[src/rtl/vga_pixel_fetch.sv]
// ---------------------------------------------------------------------------
// vga_pixel_fetch
//
// Turns monochrome framebuffer words into a 1-bit VGA pixel stream. The block
// sits behind the VGA timing generator. For each SE line it fetches
// WORDS_PER_LINE 16-bit words from video RAM over a req/ack handshake. The
// words pass through a 2-entry prefetch FIFO and are shifted out MSB-first,
// one bit per pixel. Sync and blanking are delayed so they stay aligned with
// the serialised pixels.
//
// Ports
//   pixClk      pixel clock, the only clock
//   reset       synchronous, active-high reset
//   hCount      horizontal pixel count from the timing generator
//   vCount      vertical line count from the timing generator
//   hActive     VGA horizontal active
//   vActive     VGA vertical active
//   hSEActive   SE horizontal window (512 px, starts where hCount[3:0]==0)
//   vSEActive   SE vertical window
//   nhSync      horizontal sync, active-low
//   nvSync      vertical sync, active-low
//   vidReq      video RAM read request
//   vidAddr     video RAM word address, held steady while vidReq is high
//   vidAck      single-cycle read acknowledge; vidData is valid in that cycle
//   vidData     RAM read data, a 1 bit means a black pixel
//   pixOut      VGA pixel, 1 means white
//   nhSyncOut   nhSync delayed by 2 cycles
//   nvSyncOut   nvSync delayed by 2 cycles
//   underrun    sticky flag: a word was needed while the FIFO was empty
// ---------------------------------------------------------------------------
module vga_pixel_fetch #(
   parameter int SE_ROWS        = 342,
   parameter int WORDS_PER_LINE = 32,
   parameter int BASE_ADDR      = 0
) (
   input  logic        pixClk,
   input  logic        reset,
   input  logic [9:0]  hCount,
   input  logic [9:0]  vCount,
   input  logic        hActive,
   input  logic        vActive,
   input  logic        hSEActive,
   input  logic        vSEActive,
   input  logic        nhSync,
   input  logic        nvSync,
   output logic        vidReq,
   output logic [13:0] vidAddr,
   input  logic        vidAck,
   input  logic [15:0] vidData,
   output logic        pixOut,
   output logic        nhSyncOut,
   output logic        nvSyncOut,
   output logic        underrun
);

   localparam int              WCW       = $clog2(WORDS_PER_LINE + 1);
   localparam logic [WCW-1:0]  WPL_CNT   = WCW'(WORDS_PER_LINE);
   localparam logic [9:0]      SE_ROWS_V = 10'(SE_ROWS);
   localparam logic [13:0]     BASE_A    = 14'(BASE_ADDR);
   localparam logic [13:0]     WPL_A     = 14'(WORDS_PER_LINE);

   typedef enum logic {IDLE, REQ} FetchState;

   FetchState        state;
   FetchState        stateNext;
   logic             nhSyncPrev;
   logic             lineStart;
   logic [9:0]       lineReg;
   logic             lineEn;
   logic [WCW-1:0]   wordCnt;
   logic [13:0]      addrNext;
   logic [15:0]      fifoMem [2];
   logic             rdPtr;
   logic             wrPtr;
   logic [1:0]       fifoCount;
   logic             push;
   logic             pop;
   logic             loadNow;
   logic [15:0]      shiftReg;
   logic             seActD1;
   logic             vgaActD1;
   logic             nhSyncD1;
   logic             nvSyncD1;
   logic             unusedHCount;

   // Only the low nibble of hCount matters: it marks the 16-pixel word
   // boundaries inside the SE window. The upper bits are folded here so
   // they are visibly consumed.
   assign unusedHCount = ^hCount[9:4];

   // A new line begins on the rising edge of nhSync, which is the end of the
   // sync pulse. The registered copy resets high so that leaving reset with
   // nhSync high does not look like an edge.
   always_ff @(posedge pixClk) begin
      if (reset) begin
         nhSyncPrev <= 1'b1;
      end else begin
         nhSyncPrev <= nhSync;
      end
   end

   assign lineStart = nhSync && !nhSyncPrev;

   // A word is accepted only while a request is outstanding. Line start wins
   // over both FIFO operations, so an ack that arrives during line start is
   // dropped. The load at each 16-pixel boundary of an SE line pops the FIFO.
   // Loads are gated by lineEn, so lines without fetched data never consume
   // words and never raise underrun.
   assign push    = (state == REQ) && vidAck && !lineStart;
   assign loadNow = hSEActive && vSEActive && lineEn && (hCount[3:0] == 4'd0);
   assign pop     = loadNow && (fifoCount != 2'd0) && !lineStart;

   // Per-line bookkeeping: latch the line number and whether the line has
   // SE data, then count the words accepted on this line.
   always_ff @(posedge pixClk) begin
      if (reset) begin
         lineReg <= '0;
         lineEn  <= 1'b0;
         wordCnt <= '0;
      end else if (lineStart) begin
         lineReg <= vCount;
         lineEn  <= (vCount < SE_ROWS_V);
         wordCnt <= '0;
      end else if (push) begin
         wordCnt <= wordCnt + WCW'(1);
      end
   end

   // The RAM address is registered from lineReg and wordCnt. Every request
   // is preceded by at least one IDLE cycle, so the address has settled
   // before vidReq rises and it stays steady for the whole request.
   assign addrNext = BASE_A + 14'(lineReg) * WPL_A + 14'(wordCnt);

   always_ff @(posedge pixClk) begin
      if (reset) begin
         vidAddr <= '0;
      end else begin
         vidAddr <= addrNext;
      end
   end

   // Fetch FSM state register.
   always_ff @(posedge pixClk) begin
      if (reset) begin
         state <= IDLE;
      end else begin
         state <= stateNext;
      end
   end

   // Fetch FSM next state. A request starts only when the FIFO has room,
   // so a push can never overflow it. After each ack the FSM returns to
   // IDLE for at least one cycle, which gives the address time to update.
   always_comb begin
      stateNext = state;
      vidReq    = 1'b0;
      case (state)
         IDLE: begin
            if (lineEn && (wordCnt < WPL_CNT) && (fifoCount < 2'd2) && !lineStart) begin
               stateNext = REQ;
            end
         end
         REQ: begin
            vidReq = 1'b1;
            if (lineStart || vidAck) begin
               stateNext = IDLE;
            end
         end
         default: begin
            stateNext = IDLE;
         end
      endcase
   end

   // Prefetch FIFO pointers and occupancy. Line start flushes the FIFO.
   // A simultaneous push and pop advances both pointers and leaves the
   // count unchanged.
   always_ff @(posedge pixClk) begin
      if (reset || lineStart) begin
         rdPtr     <= 1'b0;
         wrPtr     <= 1'b0;
         fifoCount <= 2'd0;
      end else begin
         if (push) begin
            wrPtr <= !wrPtr;
         end
         if (pop) begin
            rdPtr <= !rdPtr;
         end
         case ({push, pop})
            2'b10:   fifoCount <= fifoCount + 2'd1;
            2'b01:   fifoCount <= fifoCount - 2'd1;
            default: fifoCount <= fifoCount;
         endcase
      end
   end

   // FIFO storage holds only data, so it needs no reset.
   always_ff @(posedge pixClk) begin
      if (push) begin
         fifoMem[wrPtr] <= vidData;
      end
   end

   // Serialiser, stage 1. At each word boundary the FIFO head is loaded. If
   // the FIFO is empty, black is loaded and underrun latches. Between loads
   // the register shifts left and fills with 1s, so anything past the end
   // of a word reads as black. The window and sync flags are delayed by the
   // same stage.
   always_ff @(posedge pixClk) begin
      if (reset) begin
         shiftReg <= 16'hFFFF;
         underrun <= 1'b0;
         seActD1  <= 1'b0;
         vgaActD1 <= 1'b0;
         nhSyncD1 <= 1'b1;
         nvSyncD1 <= 1'b1;
      end else begin
         if (loadNow) begin
            if (fifoCount == 2'd0) begin
               shiftReg <= 16'hFFFF;
               underrun <= 1'b1;
            end else begin
               shiftReg <= fifoMem[rdPtr];
            end
         end else begin
            shiftReg <= {shiftReg[14:0], 1'b1};
         end
         seActD1  <= hSEActive && vSEActive && lineEn;
         vgaActD1 <= hActive && vActive;
         nhSyncD1 <= nhSync;
         nvSyncD1 <= nvSync;
      end
   end

   // Output stage 2. Pixels inside the SE window follow the shift register
   // (a RAM 1 gives black). The rest of the VGA active area is a white
   // border, and blanking is black.
   always_ff @(posedge pixClk) begin
      if (reset) begin
         pixOut    <= 1'b0;
         nhSyncOut <= 1'b1;
         nvSyncOut <= 1'b1;
      end else begin
         pixOut    <= vgaActD1 && !(seActD1 && shiftReg[15]);
         nhSyncOut <= nhSyncD1;
         nvSyncOut <= nvSyncD1;
      end
   end

endmodule

[config.mk]
export PLATFORM = sky130hd
export DESIGN_NAME = vga_pixel_fetch
export DESIGN_NICKNAME = d
export VERILOG_FILES = /design/src/rtl/vga_pixel_fetch.sv
export SDC_FILE = /design/constraint.sdc
export NUM_CORES = 1
export LEC_CHECK = 0
export ABC_AREA = 1
export CAP_MARGIN = 20
export CORE_MARGIN = 5
export CORE_UTILIZATION = 50
export DETAILED_ROUTE_END_ITERATION = 7
export PLACE_DENSITY_LB_ADDON = 0.15
export SLEW_MARGIN = 20
export SYNTH_ARGS = -nofsm -noshare
export SYNTH_HDL_FRONTEND = slang
export SYNTH_SLANG_ARGS = --single-unit
[constraint.sdc]
create_clock -name pixClk -period 4.8 [get_ports pixClk]
set_clock_uncertainty 0.2 [all_clocks]
set_input_delay 1.44 -clock pixClk [delete_from_list [all_inputs] [get_ports pixClk]]
set_output_delay 1.44 -clock pixClk [all_outputs]
set_load 0.005 [all_outputs]
; Word level (Yosys, flattened, before mapping)
; Memories as Yosys holds them, arrays and structs flattened. A register that Yosys moved wholly into a read port is not among the register bits.
; Cells that the tools add are included.
[word_totals]
ff_bits = 59
ram_bits = 32
inputBits = 45
out_inout_bits = 19
wordCells = 69
mem_count = 1
[memory_table]
columns = name, words, word_bits, rd, rd_ports_with_merged_regs, wr, line
row1 = fifoMem, 2, 16, 1, 1, 1, 72  ; logic [15:0] fifoMem [2];
[op_classes]
add_sub_neg = 4
n_lt_le_gt_ge = 3
eq_ne = 2
n_mux = 11
n_bitwise = 2
reduce_logical = 28
[op_table]
columns = operator, n
row1 = 16-bit 2-to-1 mux, 2
row2 = 14-bit by 6-bit adder with 14-bit output, 1
row3 = 1-bit logical AND, 14
row4 = "10-bit by 9-bit less-than comparator with 1-bit output, second input constant", 1
row5 = 1-bit 2-to-1 mux, 7
row6 = "6-bit by 1-bit adder with 6-bit output, second input constant", 1
row7 = "6-bit less-than comparator, second input constant", 1
row8 = 1-bit logical NOT, 5
row9 = 4-bit logical NOT, 1
row10 = 2-bit one-hot mux with 2 select lines, 1
row11 = 2-bit nonzero test, 2
row12 = 3-bit OR reduction, 1
row13 = "2-bit by 1-bit adder with 2-bit output, second input constant", 1
row14 = "2-bit by 1-bit == test with 1-bit output, second input constant", 1
row15 = "2-bit == test, second input constant", 1
row16 = 2-bit logical NOT, 1
row17 = 1-bit logical OR, 2
row18 = "2-bit less-than comparator, second input constant", 1
row19 = 1-bit NOT, 2
row20 = 1-bit one-hot mux with 2 select lines, 1
row21 = 2-bit AND reduction, 1
row22 = 2-bit OR reduction, 1
row23 = "2-bit by 1-bit subtractor with 2-bit output, second input constant", 1

; Depth between registers and ports, before layout
; Gate-level depths: netlist (run 1).
[depth]
depth_word = 7
ltp_mapped = 10

; Least setup slack after synthesis (run 1)
; OpenSTA, ideal clock, no wires.
[synth_path]
path_type = input to register
from = input port nhSync
to = memory fifoMem[1][0], enable pin
arrival_time_ns = 2.433
t_required_ns = 4.209
path_slack_ns = 1.776
cell_stages = 3
n_path_buf = 0
path_cell_list = nand2_2 > nand3_2 > nor2_1
[synth_via]
elab_chain_len = 5
[synth_lines]
columns = element, line
row1 = from (decl), 44  ; input logic nhSync,
row2 = 1-bit logical AND, 102  ; assign lineStart = nhSync && !nhSyncPrev;
row3 = 1-bit logical NOT, 109  ; assign push = (state == REQ) && vidAck && !lineStart;
row4 = 1-bit logical AND, 109
row5 = 1-bit 2-to-1 mux, 200  ; if (push) begin
row6 = 1-bit 2-to-1 mux (implied by the code), 201  ; fifoMem[wrPtr] <= vidData;
row7 = to (decl), 72
; No other way between the ends.

; Worst setup path in the final report (run 1)
[layout_path]
from = input port vSEActive
to = register fifoCount[1]
[layout_via]
elab_chain_len = 7
elab_cells_between_ends = 9
classes_between = 2 x eq/ne / 1 x mux / 6 x reduce/logical
[layout_lines]
columns = element, line
row1 = from (decl), 43  ; input logic vSEActive,
row2 = 1-bit logical AND (*) (3 in series), 110  ; assign loadNow = hSEActive && vSEActive && lineEn && (hCount[3:0] == 4'd0);
row3 = 1-bit logical AND (*) (2 in series), 111  ; assign pop = loadNow && (fifoCount != 2'd0) && !lineStart;
row4 = net pop, 77  ; logic pop;
row5 = 2-bit by 1-bit == test with 1-bit output or 2-bit == test (tied branches), 190  ; case ({push, pop})
row6 = 2-bit one-hot mux with 2 select lines or 2-bit nonzero test (tied branches), n/a
row7 = to (signal assigned), 191  ; 2'b10: fifoCount <= fifoCount + 2'd1;
row8 = to (signal assigned), 192  ; 2'b01: fifoCount <= fifoCount - 2'd1;
row9 = to (signal assigned), 193  ; default: fifoCount <= fifoCount;
row10 = to (decl), 75  ; logic [1:0] fifoCount;
; The timed path passes the listed nets; every way through them passes the cells marked *.
; A chain may end at the register's enable or synchronous reset.

==> flow_summary.toml, run 1 <==
[detailed_routing]
via_per_inst = 5.025
first_pass_iters = 4
vias = 2663
drt_iter0_drc = 159
avgRoutedWirePerCell_um = 12.86
drt_wl_total_mm = 6.818
drc = 0
final_antenna_net_count = 0

[critical_path]
endpoint_kind = "flip-flop"
cp.arrival_ns = 3.58
critPathRequiredTime_ns = 4.83
crit_path_start_kind = "input port"
crit_fanout = 18
rr_worst_depth = 8
cp_cell_sequence = "clkdlybuf4s50_1 -> nand3_2 -> nor2_4 -> nand2_1 -> nor2_1 -> ha_1 -> nor2_1 -> nand3_1 -> nor3b_2"
worstSetupPathType = "in2reg"
cpMaxStageDelayCell = "clkdlybuf4s50_1"
path_common_cell = "nor2_1"
cpPeakStageDelay_ns = 0.48

[logic_synthesis]
synth_edf_count = 32
ys_seq_elements = 92
seq_area_frac_synth = 0.6207
synth.avg_cell_area_um2 = 9.364
netlist.area_leader.share = 0.3448
ys_warn_count = 0
synth_area_leaders = "dfxtp_1, edfxtp_1, nand2_1"
postSynthCellCount = 372
async_flop_share = 0
ys.flop_type = "dfxtp_1"
syn-cell-area_um2 = 3483
synth.net_count = 421
synth_top_area_cell = "dfxtp_1"
synth_cell_type_count = 27

[placement]
gp_congestion = 0.8201
io_buffers = 57
placed_area_um2 = 4124
hpwl_mm = 4.651

[sta]
setup_viol = 0
rsz0062_at_grt = "false"
maxSlewHeadroom = 0.5813
tns_ns = 0
worst_slew_pin_slew_ns = 0.6271
max_freq_ghz = 0.2820
fin_crit_ns = 3.546
slew_violations = 0
post-route-period-util = 0.7387
final_hold_viol_count = 0
worst_hold_slack_ns = 0.2155

[power_and_ir_drop]
powerDensity_nw_per_um2 = 321.9
p_leak_nw = 1.511
ir_drop_uv = 225.4

[clock_tree]
clk_path_buf_depth = 2
path_clk_slew_ns = 0.09
post_cts_buffers = 0
cts_tree = "built"
ctsResizeCount = 0
insertion_delay_ns = 0.35
cts_made_buffers = 9
cts-root-buf = "clkbuf_8"
cts_sinks = 92
postCtsHoldBufs = 0
h-tree-depth = 3

[finish]
design_area_um2 = 4307
area_growth_syn_to_layout_pct = 23.64
diodes = 0
layout-drive-gt1-share = 0.07834
final_common_cell = "nand2_1"
fin_nets = 478
final_cell_mix = "nand2_1, dfxtp_1, clkdlybuf4s50_1"

[global_route]
antenna_found_initial = 0
grt_pass1_vias = 2538
track_usage = 0.1641
grt_pass1_wl_mm = 11.26
grt_max_degree = 33
grt.overflow.total = 0

[hold_path]
whs_path_depth = 1
hold_path.class = "reg2reg"

[floorplan]
die_h_um = 93.47
io_pins = 64
die_w_um = 93.47
design.core.area_um2 = 6794
rows = 30
start_util = 0.5127
dieArea_um2 = 8736

[outcome]
status = "finished, final reports clean"

[run]
maxCapViolCount = 0
==> report_power, final <==
| part | internal, mW | total [mW] | leakage, nW | switching (mW) |
|---|---|---|---|---|
| Combinational | 0.0425 | 0.0765 | 0.644 | 0.0340 |
| Sequential | 0.814 | 0.820 | 0.775 | 0.00557 |
| Clock | 0.236 | 0.490 | 0.0928 | 0.254 |
==> routing by layer <==
metal	wire length, µm	GRT usage
met5	0	0
met2	3349	0.2817
met1	2883	0.1915
met4	150	0.08425
met3	434	0.03620
==> worst paths after layout <==
check / start / endpoint / slack, ns
setup / recovery: vSEActive / fifoCount[1] / 1.25
hold / removal: shiftReg[15] / pixOut / 0.22
setup reg to reg: lineEn / fifoCount[1] / 2.45
hold reg to reg: shiftReg[15] / pixOut / 0.22
==> sequential cells by signal (all words and copies together), names as in the netlist, 2 cells and up, named ones only <==
register / cells
fifoCount: 2
wordCnt: 6
fifoMem: 32
vidAddr: 14
lineReg: 9
shiftReg: 16
==> through the flow <==
stage | instances | setup slack, ns | total power, mW | utilization
finish | 530 | 1.254 | 1.386 | 0.6339
global route | 530 | 1.026 | 1.435 | 0.6339
CTS | 530 | 1.245 | 1.396 | 0.6339
detailed placement | 514 | 0.8719 | 0.9151 | 0.6070
global placement | 514 | 0.9063 | 0.9130 | 0.6070
floorplan | 372 | 1.776 | 0.8669 | -
==> cell type report <==
| class | count | area (µm²) |
|---|---|---|
| clock inverter | 6 | 55.05 |
| clock buffer | 10 | 127.6 |
| inverter | 28 | 105.1 |
| timing repair buffer | 60 | 593.1 |
| tap | 96 | 120.1 |
| fill | 588 | 2487 |
| multi-input combinational | 238 | 1144 |
| sequential | 92 | 2162 |
==> logic make-up after synthesis <==
kind of cell	Yosys count	synth area share
AO/OA/AOI/OAI	51	0.07400
XOR/XNOR	2	0.005030
adder cells (fa/ha/maj)	4	0.01437
buffers and inverters	42	0.05101
flip-flops	92	0.6207
AND/OR/NAND/NOR	181	0.2349
==> worst max-delay path, delay by kind of cell <==
family,cells,cell delay [ns]
AND/OR/NAND/NOR,7,1.40
buffers and inverters,1,0.48
adder cells (fa/ha/maj),1,0.26
==> synth_stat cells, drive strengths merged, types with 2 or more instances <==
master,count
inv,28
nand2,86
clkbuf,2
nor3,6
or2,3
a21oi,23
nor3b,2
nand3,42
edfxtp,32
nor2,40
dfxtp,60
o21ai,27
buf,12
ha,4
Power figures use the tool's default switching activity.
==> run 2, diff against run 1 <==
==> constraint.sdc (replaced) <==
create_clock -name pixClk -period 3.4 [get_ports pixClk]
set_clock_uncertainty 0.2 [all_clocks]
set_input_delay 1.02 -clock pixClk [delete_from_list [all_inputs] [get_ports pixClk]]
set_output_delay 1.02 -clock pixClk [all_outputs]
set_load 0.005 [all_outputs]
==> flow_summary.toml, run 2 (synthesis results as in run 1) <==
[outcome]
status = "finished, final reports clean"

[clock_tree]
postCtsHoldBufs = 0
cts_sinks = 92
clk_path_buf_depth = 2
h-tree-depth = 3
cts_made_buffers = 9
cts_tree = "built"
path_clk_slew_ns = 0.09
cts-root-buf = "clkbuf_8"
insertion_delay_ns = 0.34
post_cts_buffers = 0
ctsResizeCount = 0

[sta]
tns_ns = 0
max_freq_ghz = 0.3668
maxSlewHeadroom = 0.5805
worst_slew_pin_slew_ns = 0.6283
setup_slack_ns = 0.6735
setup_viol = 0
rsz0062_at_grt = "false"
slew_violations = 0
worst_hold_slack_ns = 0.2017
final_hold_viol_count = 0
post-route-period-util = 0.8019
fin_crit_ns = 2.726

[detailed_routing]
drt_iter0_drc = 124
drt_wl_total_mm = 6.504
vias = 2624
avgRoutedWirePerCell_um = 12.16
final_antenna_net_count = 0
drc = 0
via_per_inst = 4.905
first_pass_iters = 4

[critical_path]
cp.arrival_ns = 2.75
crit_path_start_kind = "input port"
crit_fanout = 16
cpMaxStageDelayCell = "clkdlybuf4s50_1"
path_common_cell = "nor2_1"
cpPeakStageDelay_ns = 0.41
crit_family = "simple AND/OR/NAND/NOR gates"
endpoint_kind = "flip-flop"
worstSetupPathType = "in2reg"
cp_cell_sequence = "clkdlybuf4s50_1 -> nor2_1 -> nand2_2 -> nor2_4 -> nand2_1 -> nor2_1 -> ha_1 -> nor2_1 -> nand3_1 -> nor3b_2"
critPathRequiredTime_ns = 3.42
critPathBufInv = 1

[hold_path]
hold_path.class = "reg2reg"

[finish]
layout-drive-gt1-share = 0.09567
diodes = 0
filler_cell_count = 568
largest_reg_flops = 32
stdcell_count = 535
final_cell_mix = "nand2_1, dfxtp_1, clkdlybuf4s50_1"
design_area_um2 = 4378
area_growth_syn_to_layout_pct = 25.68
final_common_cell = "nand2_1"
fin_util = 0.6444
fin_nets = 483
top_regs = "fifoMem: 32 flops, shiftReg: 16 flops, vidAddr: 14 flops"
regMostFlops = "fifoMem"

[floorplan]
rows = 30
dieArea_um2 = 8736
die_w_um = 93.47
die_h_um = 93.47
start_util = 0.5127
design.core.area_um2 = 6794
io_pins = 64

[global_route]
busiest_layer = "met2"
grt_use_met2 = 0.2549
grt_pass1_vias = 2387
met3_usage = 0.03138
grtUsageMet1 = 0.1969
grt_pass1_wl_mm = 10.66
grt_max_degree = 32
grt.overflow.total = 0
antenna_found_initial = 0
track_usage = 0.1560

[power_and_ir_drop]
p_leak_nw = 1.541
fin_total_pwr_mw = 2.045
ir_drop_uv = 268.3
powerDensity_nw_per_um2 = 467.1

[placement]
gp_congestion = 0.8147
post-place-cells = 519
io_buffers = 57
hpwl_mm = 4.556
dp_slack_ns = 0.2974
placed_area_um2 = 4161

[run]
maxCapViolCount = 0
run 2: layer usage:
layer	vias to the layer above	part of all wire
met4	0	0.014
li1	1351	-
met2	54	0.48
met3	10	0.056
met5	-	0
met1	1209	0.45
run 2: final cells by class:
| class | count | area, µm² | share of cell area |
|---|---|---|---|
| flip-flops and latches | 92 | 2162 | 0.4939 |
| multi-input cells | 238 | 1144 | 0.2612 |
| repair buffers | 65 | 630.6 | 0.1440 |
| clock buffers | 10 | 127.6 | 0.02915 |
| well taps | 96 | 120.1 | 0.02744 |
| inverters | 28 | 105.1 | 0.02401 |
| clock inverters | 6 | 88.84 | 0.02029 |
run 2: worst paths after layout:
check / from / to / slack (ns) / cells after the start
worst max-delay path: hCount[3] / fifoCount[1] / 0.67 / 10
worst min-delay path: shiftReg[15] / pixOut / 0.20 / 1
worst max register to register: fifoCount[0] / fifoCount[1] / 1.48 / 8
worst min register to register: shiftReg[15] / pixOut / 0.20 / 1
run 2: report_power, final:
group / internal (mW) / switching, mW
Combinational: 0.0621 / 0.0479
Sequential: 1.15 / 0.00762
Clock: 0.414 / 0.364
